$ cat config.mk
export PLATFORM = sky130hd
export DESIGN_NAME = alu_exception_unit
export DESIGN_NICKNAME = d
export VERILOG_FILES = /design/src/rtl/alu_exception_unit.sv
export SDC_FILE = /design/constraint.sdc
export NUM_CORES = 1
export LEC_CHECK = 0
export CAP_MARGIN = 30
export CELL_PAD_IN_SITES_DETAIL_PLACEMENT = 0
export CELL_PAD_IN_SITES_GLOBAL_PLACEMENT = 1
export CORE_ASPECT_RATIO = 1.2
export CORE_MARGIN = 2
export CORE_UTILIZATION = 33
export DETAILED_ROUTE_END_ITERATION = 8
export MAX_ROUTING_LAYER = met4
export PLACE_DENSITY = 0.91
export SETUP_SLACK_MARGIN = 0.1
export SLEW_MARGIN = 20
export SYNTH_ARGS = -nofsm -noshare
export SYNTH_HDL_FRONTEND = slang
export SYNTH_SLANG_ARGS = --single-unit
export TNS_END_PERCENT = 50
$ cat constraint.sdc
create_clock -name i_clk -period 2.35 [get_ports i_clk]
set_input_delay 0.705 -clock i_clk [delete_from_list [all_inputs] [get_ports i_clk]]
set_output_delay 0.705 -clock i_clk [all_outputs]
set_load 0.05 [all_outputs]
$ cat src/rtl/alu_exception_unit.sv
// Exception/status unit after EX: sticky and last-seen ALU flags, precise exception
// capture (EPC + ExcCode) with a req/ack/flush/handler sequence, and a CP0-style read port.
module alu_exception_unit (
  input  logic        i_clk,
  input  logic        i_rst,
  input  logic        i_alu_valid,
  input  logic [3:0]  i_alu_control,
  input  logic [7:0]  i_alu_status,
  input  logic [31:0] i_pc_ex,
  input  logic        i_mem_access,
  input  logic        i_is_store,
  input  logic        i_ovf_trap_en,
  input  logic        i_exc_ack,
  input  logic        i_eret,
  input  logic        i_flags_clr,
  input  logic [1:0]  i_cp0_sel,
  output logic        o_exc_req,
  output logic        o_flush,
  output logic        o_in_handler,
  output logic [31:0] o_epc,
  output logic [4:0]  o_exc_cause,
  output logic [31:0] o_cp0_rd_data
);

  localparam logic [3:0] ALU_ADD = 4'b0010;
  localparam logic [3:0] ALU_SUB = 4'b0110;
  localparam logic [3:0] ALU_DIV = 4'b0101;

  localparam logic [4:0] EXC_ADEL = 5'd4;
  localparam logic [4:0] EXC_ADES = 5'd5;
  localparam logic [4:0] EXC_OV   = 5'd12;
  localparam logic [4:0] EXC_DIVZ = 5'd15;

  typedef enum logic [1:0] {
    ST_IDLE,
    ST_REQ,
    ST_FLUSH,
    ST_HANDLER
  } state_t;

  state_t      r_state;
  state_t      w_state_next;
  logic [31:0] r_epc;
  logic [4:0]  r_exc_cause;
  logic [15:0] r_exc_count;
  logic [7:0]  r_dropped_count;
  logic [7:0]  r_sticky;
  logic [7:0]  r_last_status;

  logic        w_adel_ades;
  logic        w_divz;
  logic        w_ov;
  logic        w_exc_det;
  logic [4:0]  w_exc_code;
  logic [7:0]  w_new_flags;
  logic        w_unused_status;

  // Bits [1:0] of the status vector carry no meaning for this unit.
  assign w_unused_status = ^i_alu_status[1:0];
  assign w_new_flags     = {i_alu_status[7:2], 2'b00};

  assign w_adel_ades = i_alu_status[3] & i_mem_access & (i_alu_control == ALU_ADD);
  assign w_divz      = i_alu_status[2] & (i_alu_control == ALU_DIV);
  assign w_ov        = i_alu_status[6] & i_ovf_trap_en &
                       ((i_alu_control == ALU_ADD) | (i_alu_control == ALU_SUB));
  assign w_exc_det   = i_alu_valid & (w_adel_ades | w_divz | w_ov);

  // Address errors outrank divide-by-zero, which outranks overflow.
  always_comb begin
    w_exc_code = EXC_OV;
    if (w_adel_ades) begin
      w_exc_code = i_is_store ? EXC_ADES : EXC_ADEL;
    end else if (w_divz) begin
      w_exc_code = EXC_DIVZ;
    end
  end

  always_comb begin
    w_state_next = r_state;
    case (r_state)
      ST_IDLE:    if (w_exc_det) w_state_next = ST_REQ;
      ST_REQ:     if (i_exc_ack) w_state_next = ST_FLUSH;
      ST_FLUSH:   w_state_next = ST_HANDLER;
      ST_HANDLER: if (i_eret) w_state_next = ST_IDLE;
      default:    w_state_next = ST_IDLE;
    endcase
  end

  always_ff @(posedge i_clk) begin
    if (i_rst) begin
      r_state         <= ST_IDLE;
      r_epc           <= '0;
      r_exc_cause     <= '0;
      r_exc_count     <= '0;
      r_dropped_count <= '0;
      r_sticky        <= '0;
      r_last_status   <= '0;
    end else begin
      r_state <= w_state_next;
      if (w_exc_det) begin
        if (r_state == ST_IDLE) begin
          r_epc       <= i_pc_ex;
          r_exc_cause <= w_exc_code;
          if (r_exc_count != 16'hFFFF) r_exc_count <= r_exc_count + 16'd1;
        end else if (r_dropped_count != 8'hFF) begin
          r_dropped_count <= r_dropped_count + 8'd1;
        end
      end
      // A clear in the same cycle as new flags wipes only the old contents.
      if (i_alu_valid) begin
        r_last_status <= w_new_flags;
        r_sticky      <= (i_flags_clr ? 8'h00 : r_sticky) | w_new_flags;
      end else if (i_flags_clr) begin
        r_sticky <= 8'h00;
      end
    end
  end

  assign o_exc_req    = (r_state == ST_REQ);
  assign o_flush      = (r_state == ST_FLUSH);
  assign o_in_handler = (r_state == ST_HANDLER);
  assign o_epc        = r_epc;
  assign o_exc_cause  = r_exc_cause;

  always_comb begin
    o_cp0_rd_data = '0;
    case (i_cp0_sel)
      2'd0: o_cp0_rd_data = {o_in_handler, 24'b0, r_exc_cause, 2'b00};
      2'd1: o_cp0_rd_data = r_epc;
      2'd2: o_cp0_rd_data = {16'b0, r_exc_count};
      2'd3: o_cp0_rd_data = {r_dropped_count, 8'b0, r_last_status, r_sticky};
      default: o_cp0_rd_data = '0;
    endcase
  end

endmodule

# [After elaboration in Yosys (flattened, before gate mapping)]
# Index checks and enable logic that the tools add are counted.
[totals] rom_bits=0 output_inout_bits=72 in_bits=55 wordCells=50 reg_bits=77 ram_bits=0 n_memories=0 latch_bits=0
[op_classes] bitwise_logic=11 mux=10 n_lt_le_gt_ge=0 addsub=2 n_shift=0 multipliers=0 n_div=0 n_eq_ne=14 n_reduce_logical=6
[ops] op="$pmux W32 S4" n=1
[ops] op="$add A16 B1 Y16 const B" n=1
[ops] op="$mux W8" n=2
[ops] op="$ne A16 B16 Y1 const B" n=1
[ops] op="$reduce_and A3 Y1" n=3
[ops] op="$add A8 B1 Y8 const B" n=1
[ops] op="$eq A2 B2 Y1 const B" n=4
[ops] op="$eq A4 B3 Y1 const B" n=2
[ops] op="$mux W2" n=4
[ops] op="$ne A8 B8 Y1 const B" n=1
[ops] op="$or A8 B8 Y8" n=1
[ops] op="$pmux W2 S4" n=1
[ops] op="$and A1 B1 Y1" n=6
[ops] op="$ne A2 B2 Y1 const B" n=3
[ops] op="$eq A2 B1 Y1 const B" n=2
[ops] op="$eq A4 B2 Y1 const B" n=1
[ops] op="$logic_not A2 Y1" n=2
[ops] op="$mux W4" n=1
[ops] op="$or A1 B1 Y1" n=3
[ops] op="$reduce_and A2 Y1" n=1
[ops] op="$mux W1" n=1
[ops] op="$not A1 Y1" n=1

# [Depth between registers and ports, before layout]
[logic_depth] depth_word=7 depth_mapped=9

# [Least setup slack after synthesis]
# No wires, ideal clock.
[synth_timing] path_kind="input port to output port" startpoint="input i_cp0_sel[0]" endpoint="output o_cp0_rd_data[24]" t_required_ps=1645 setup_slack_ps=-368 cell_stages=3 arrival_time_ps=2013 cell_sequence="clkbuf_1 -> clkbuf_1 -> nor2b_1"
[synth_via] elab_chain_cells=2 elab_cells_between_ends=5 cone_classes="eq/ne (3); mux (1); reduce/logical (1)"
[synth_lines] item="start: declaration" line_no="16" rtl="input logic [1:0] i_cp0_sel,"
[synth_lines] item="$eq A2 B2 Y1 (tied with other cells)" line_no="127" rtl="case (i_cp0_sel)"
[synth_lines] item="$pmux W32 S4 *" line_no="127"
[synth_lines] item="end: declaration" line_no="22" rtl="output logic [31:0] o_cp0_rd_data"
# Mark *: on every way between the ends. The rest lies on a longest branch, timed or not.

# [Final worst setup path]
[layout_timing] startpoint="input i_cp0_sel[1]" endpoint="output o_cp0_rd_data[31]"
# Same word-level chain as after synthesis.

==> results summary <==
The total count of hold-check failures in the final report came out at 0. The number of synthesized register bits is between 70 and 80. The remaining design rule violation count came out at 0. The area of the die came out at 12000 um^2. The checks that failed: negative setup slack. Before CTS, the worst setup slack after placement is -0.538 ns. The total number of H-tree levels came out at 3. The first global-routing pass estimated 20.0 mm of wire. The most instantiated flip-flop cell in the synthesis netlist is sky130_fd_sc_hd__dfxtp_1.

The measured slew at the worst slew-check pin came out at 0.720 ns. The tightest hold path in the finished design has a slack of 0.474 ns. The sequential group share of total power came out at 0.399. Row generation in the floorplan step produced 42 rows.

The worst setup path is captured at an output pin. The part of the total power dissipated in the clock network is 0.454. In the synthesized netlist the async set-or-reset flop fraction comes to 0.

roughly 130 I/O pins were placed. The final core area utilization is 0.593. The power density relative to cell area came out at 502 nW/um^2. In this run the worst hold path is classified as reg2reg. The part of the total power dissipated in combinational logic is 0.147. Clock tree synthesis selected as its root buffer the cell sky130_fd_sc_hd__clkbuf_16. The number of antenna violations at the first check in global routing came out at 0. The startpoint type of the worst setup path is an input pin. For this configuration, the core starts out at a cell density of 0.335. The flow ran to the end, but the final reports show violations.

Using the TritonRoute via totals, the vias-per-cell ratio works out to 5.39. In this run the power spent charging and discharging nets is 805 uW. The placed wire-length estimate came out at 8.61 mm.

STA puts the critical path data required time at 1.64 ns. The mean instance size in the synthesized netlist came out at approximately 8.3 um^2. The number of port buffers is approximately 120. The number of different library cells used by synthesis comes to 47. The top fanout value on the critical path came out at 8.

The layout overhead on the synthesized area is 76.9%. The number of buffers and inverters on the critical path is 3. The detailed-routing iteration count for the pre-antenna-repair pass came out at 5. The die span in y is 119 um. The library cell used most frequently in the layout, excluding fill and tap cells, is sky130_fd_sc_hd__nand2_1.

The final period demand of the worst path came out at 2.39 ns. The leakage power of the design is 0.00272 uW. The combined area of all synthesized cells came out at approximately 3700 um^2. The count of flip-flops with a built-in enable after synthesis is 0. The number of clock buffers inserted by TritonCTS is 9.

The critical path is of the in2out type. Synthesis handed over a netlist of ~440 instances. After clock tree synthesis, the clock-pin slew on the worst setup and hold paths is ~0.050 ns.

The buffer levels on the longest clock path came out at 2. The maximum vdd drop is roughly 320 uV. Entering global routing, the biggest net connects 37 pins. The post-route antenna net violation count is 0.

The detailed-route via count is around 4000. The number of nets in the finished design is 653. The count of max-cap constraint violations came out at 0.

Setup repair after global routing could not meet its margin everywhere. The later pin in the worst-skew pair is clocked with a latency of 0.34 ns. The number of max-slew violations in the final report is 0.

The library cells used most frequently in the layout, excluding fill and tap cells, are 88 x sky130_fd_sc_hd__nand2_1, 74 x sky130_fd_sc_hd__dfxtp_1, 60 x sky130_fd_sc_hd__a21oi_1, 51 x sky130_fd_sc_hd__clkdlybuf4s50_1, 38 x sky130_fd_sc_hd__buf_12. The critical path's slowest cell is sky130_fd_sc_hd__mux2_4. The share of the clock period used by the worst path after layout came out at 1.02. Setup slack on the critical path of the routed design comes to -0.0418 ns. The sum of routed wire length over all layers came out at about 13 mm. The floorplan step set the die width to 100 um.

The internal power summed over all cells came out at between 2000 and 2500 uW. The clock tree from TritonCTS is built. The fmax came out at around 420 MHz. The number of antenna repair diodes came out at 0. The post-route standard cell area excluding fillers is 6480 um^2. The weighted congestion reported at the end of routability-driven placement is 0.836. The delay of the slowest cell on the worst path came out at 0.30 ns.

The number of endpoints failing setup at the final stage is 8. The switching part of the total power came out at 0.247. The placed standard-cell area came out at ~5600 um^2. Traced cell by cell, the critical path runs through buf_12 > buf_12 > mux2_4 > a22o_4 > buf_6. The worst slew margin relative to its limit is 0.520. Data on the critical path arrives at its endpoint at around 1.7 ns. When the netlist entered floorplanning its net count stood at ~500.

The wire length per cell after detailed routing is 17.6 um. The total of warnings raised by yosys is 0. Among the stages of the critical path, the cell type that occurs most often is sky130_fd_sc_hd__buf_12. The clock sink count came out at 74. The layout cell share with drive strength beyond 1 is 0.282. The core region area is about 11000 um^2. The DRC violation total after the first TritonRoute iteration is 207.

The leftover overflow at the end of global routing is 0. The total global routing track utilization is 0.220. The clock skew is 0.0114 ns.

The kind of cell adding the most delay to the critical path is buffers and inverters. The share of the Yosys chip area taken by registers is 0.404. The via count of the first global-routing pass came to 3991.
==> cell usage after synthesis (all sizes together), types with 2 or more instances <==
library cell | number | area (um^2)
and3 | 2 | 12.5
mux2i | 9 | 90.1
nor2 | 19 | 71.3
and2 | 11 | 68.8
or4 | 9 | 67.6
and4 | 3 | 26.3
nand3b | 2 | 15.0
nand3 | 7 | 35.0
nand4 | 5 | 31.3
or3 | 6 | 37.5
a211oi | 5 | 37.5
nor3 | 4 | 20.0
clkbuf | 13 | 48.8
o31ai | 8 | 60.1
nand2 | 89 | 334
buf | 18 | 95.1
ha | 7 | 87.6
mux2 | 12 | 135
o21ai | 13 | 65.1
a21oi | 64 | 332
inv | 7 | 26.3
nand2b | 10 | 62.6
nor2b | 12 | 75.1
dfxtp | 74 | 1480
mux4 | 4 | 90.1
a22o | 13 | 114
==> layout make-up <==
type,count,area [um^2]
Inverter,8,30.0
Multi-Input combinational cell,331,2420
Tap cell,132,165
Fill cell,924,4450
Timing Repair Buffer,167,2070
Clock buffer,10,229
Sequential cell,74,1480
Clock inverter,6,90.1
==> final timing paths <==
path	startpoint	end	slack (ns)	cells past startpoint
hold / removal	o_epc[20]	o_epc[20]	0.47	2
hold reg to reg	o_epc[20]	o_epc[20]	0.47	2
setup / recovery	i_cp0_sel[1]	o_cp0_rd_data[31]	-0.04	5
setup reg to reg	r_exc_count[3]	r_exc_count[13]	0.26	5
==> power by group through the flow <==
stage               sequential (uW)  combinational, uW  clock (uW)
floorplan                      1350                169           0
global placement               1320                410           0
detailed placement             1320                417           0
CTS                            1300                470        1500
global route                   1300                503        1550
finish                         1300                479        1480
==> state kept, by name, indices dropped and copies added (netlist names) <==
signal and flops:
r_state 2, o_epc 32, r_dropped_count 8, o_exc_cause 4, r_exc_count 16, r_last_status 6, r_sticky 6
==> what timing repair did <==
action                     4_1_cts  5_1_grt
resized for setup              106       28
setup endpoints to repair       95       69
buffers inserted                11        1
cloned                           4        1
pin swaps                       33       10
hold buffers                     0        0
==> through the flow <==
stage,cells,setup TNS [ns],total power (uW)
after floorplan,442,0,1520
after global placement,696,-38.82,1730
after detailed placement,696,-42.08,1740
after CTS,726,-0.0407,3260
after global routing,728,-0.304,3350
final,728,-0.123,3260
==> tightest hold or removal path: stages (launching register included) <==
cell                      delay (ns)
sky130_fd_sc_hd__dfxtp_1        0.32
sky130_fd_sc_hd__nand2_1        0.05
sky130_fd_sc_hd__a21oi_1        0.05
==> routing by layer <==
metal,track usage,part of all wire,vias up
li1,-,-,1857
met4,0.0839,0.026,0
met5,-,0,-
met1,0.250,0.39,1858
met2,0.375,0.51,178
met3,0.0469,0.071,28
==> cells by family (layout without fill, tap and decap cells) <==
family          count (synthesis)  in the layout  synth area share
compound gates                114            116             0.195
xor+xnor                        1              1           0.00239
fa+ha+maj                       7              7            0.0239
buf+inv                        39            191            0.0475
flops                          74             74             0.404
mux                            25             25            0.0860
other cells                     1              1           0.00102
simple gates                  181            181             0.240
(Power assumes the default switching activity.)
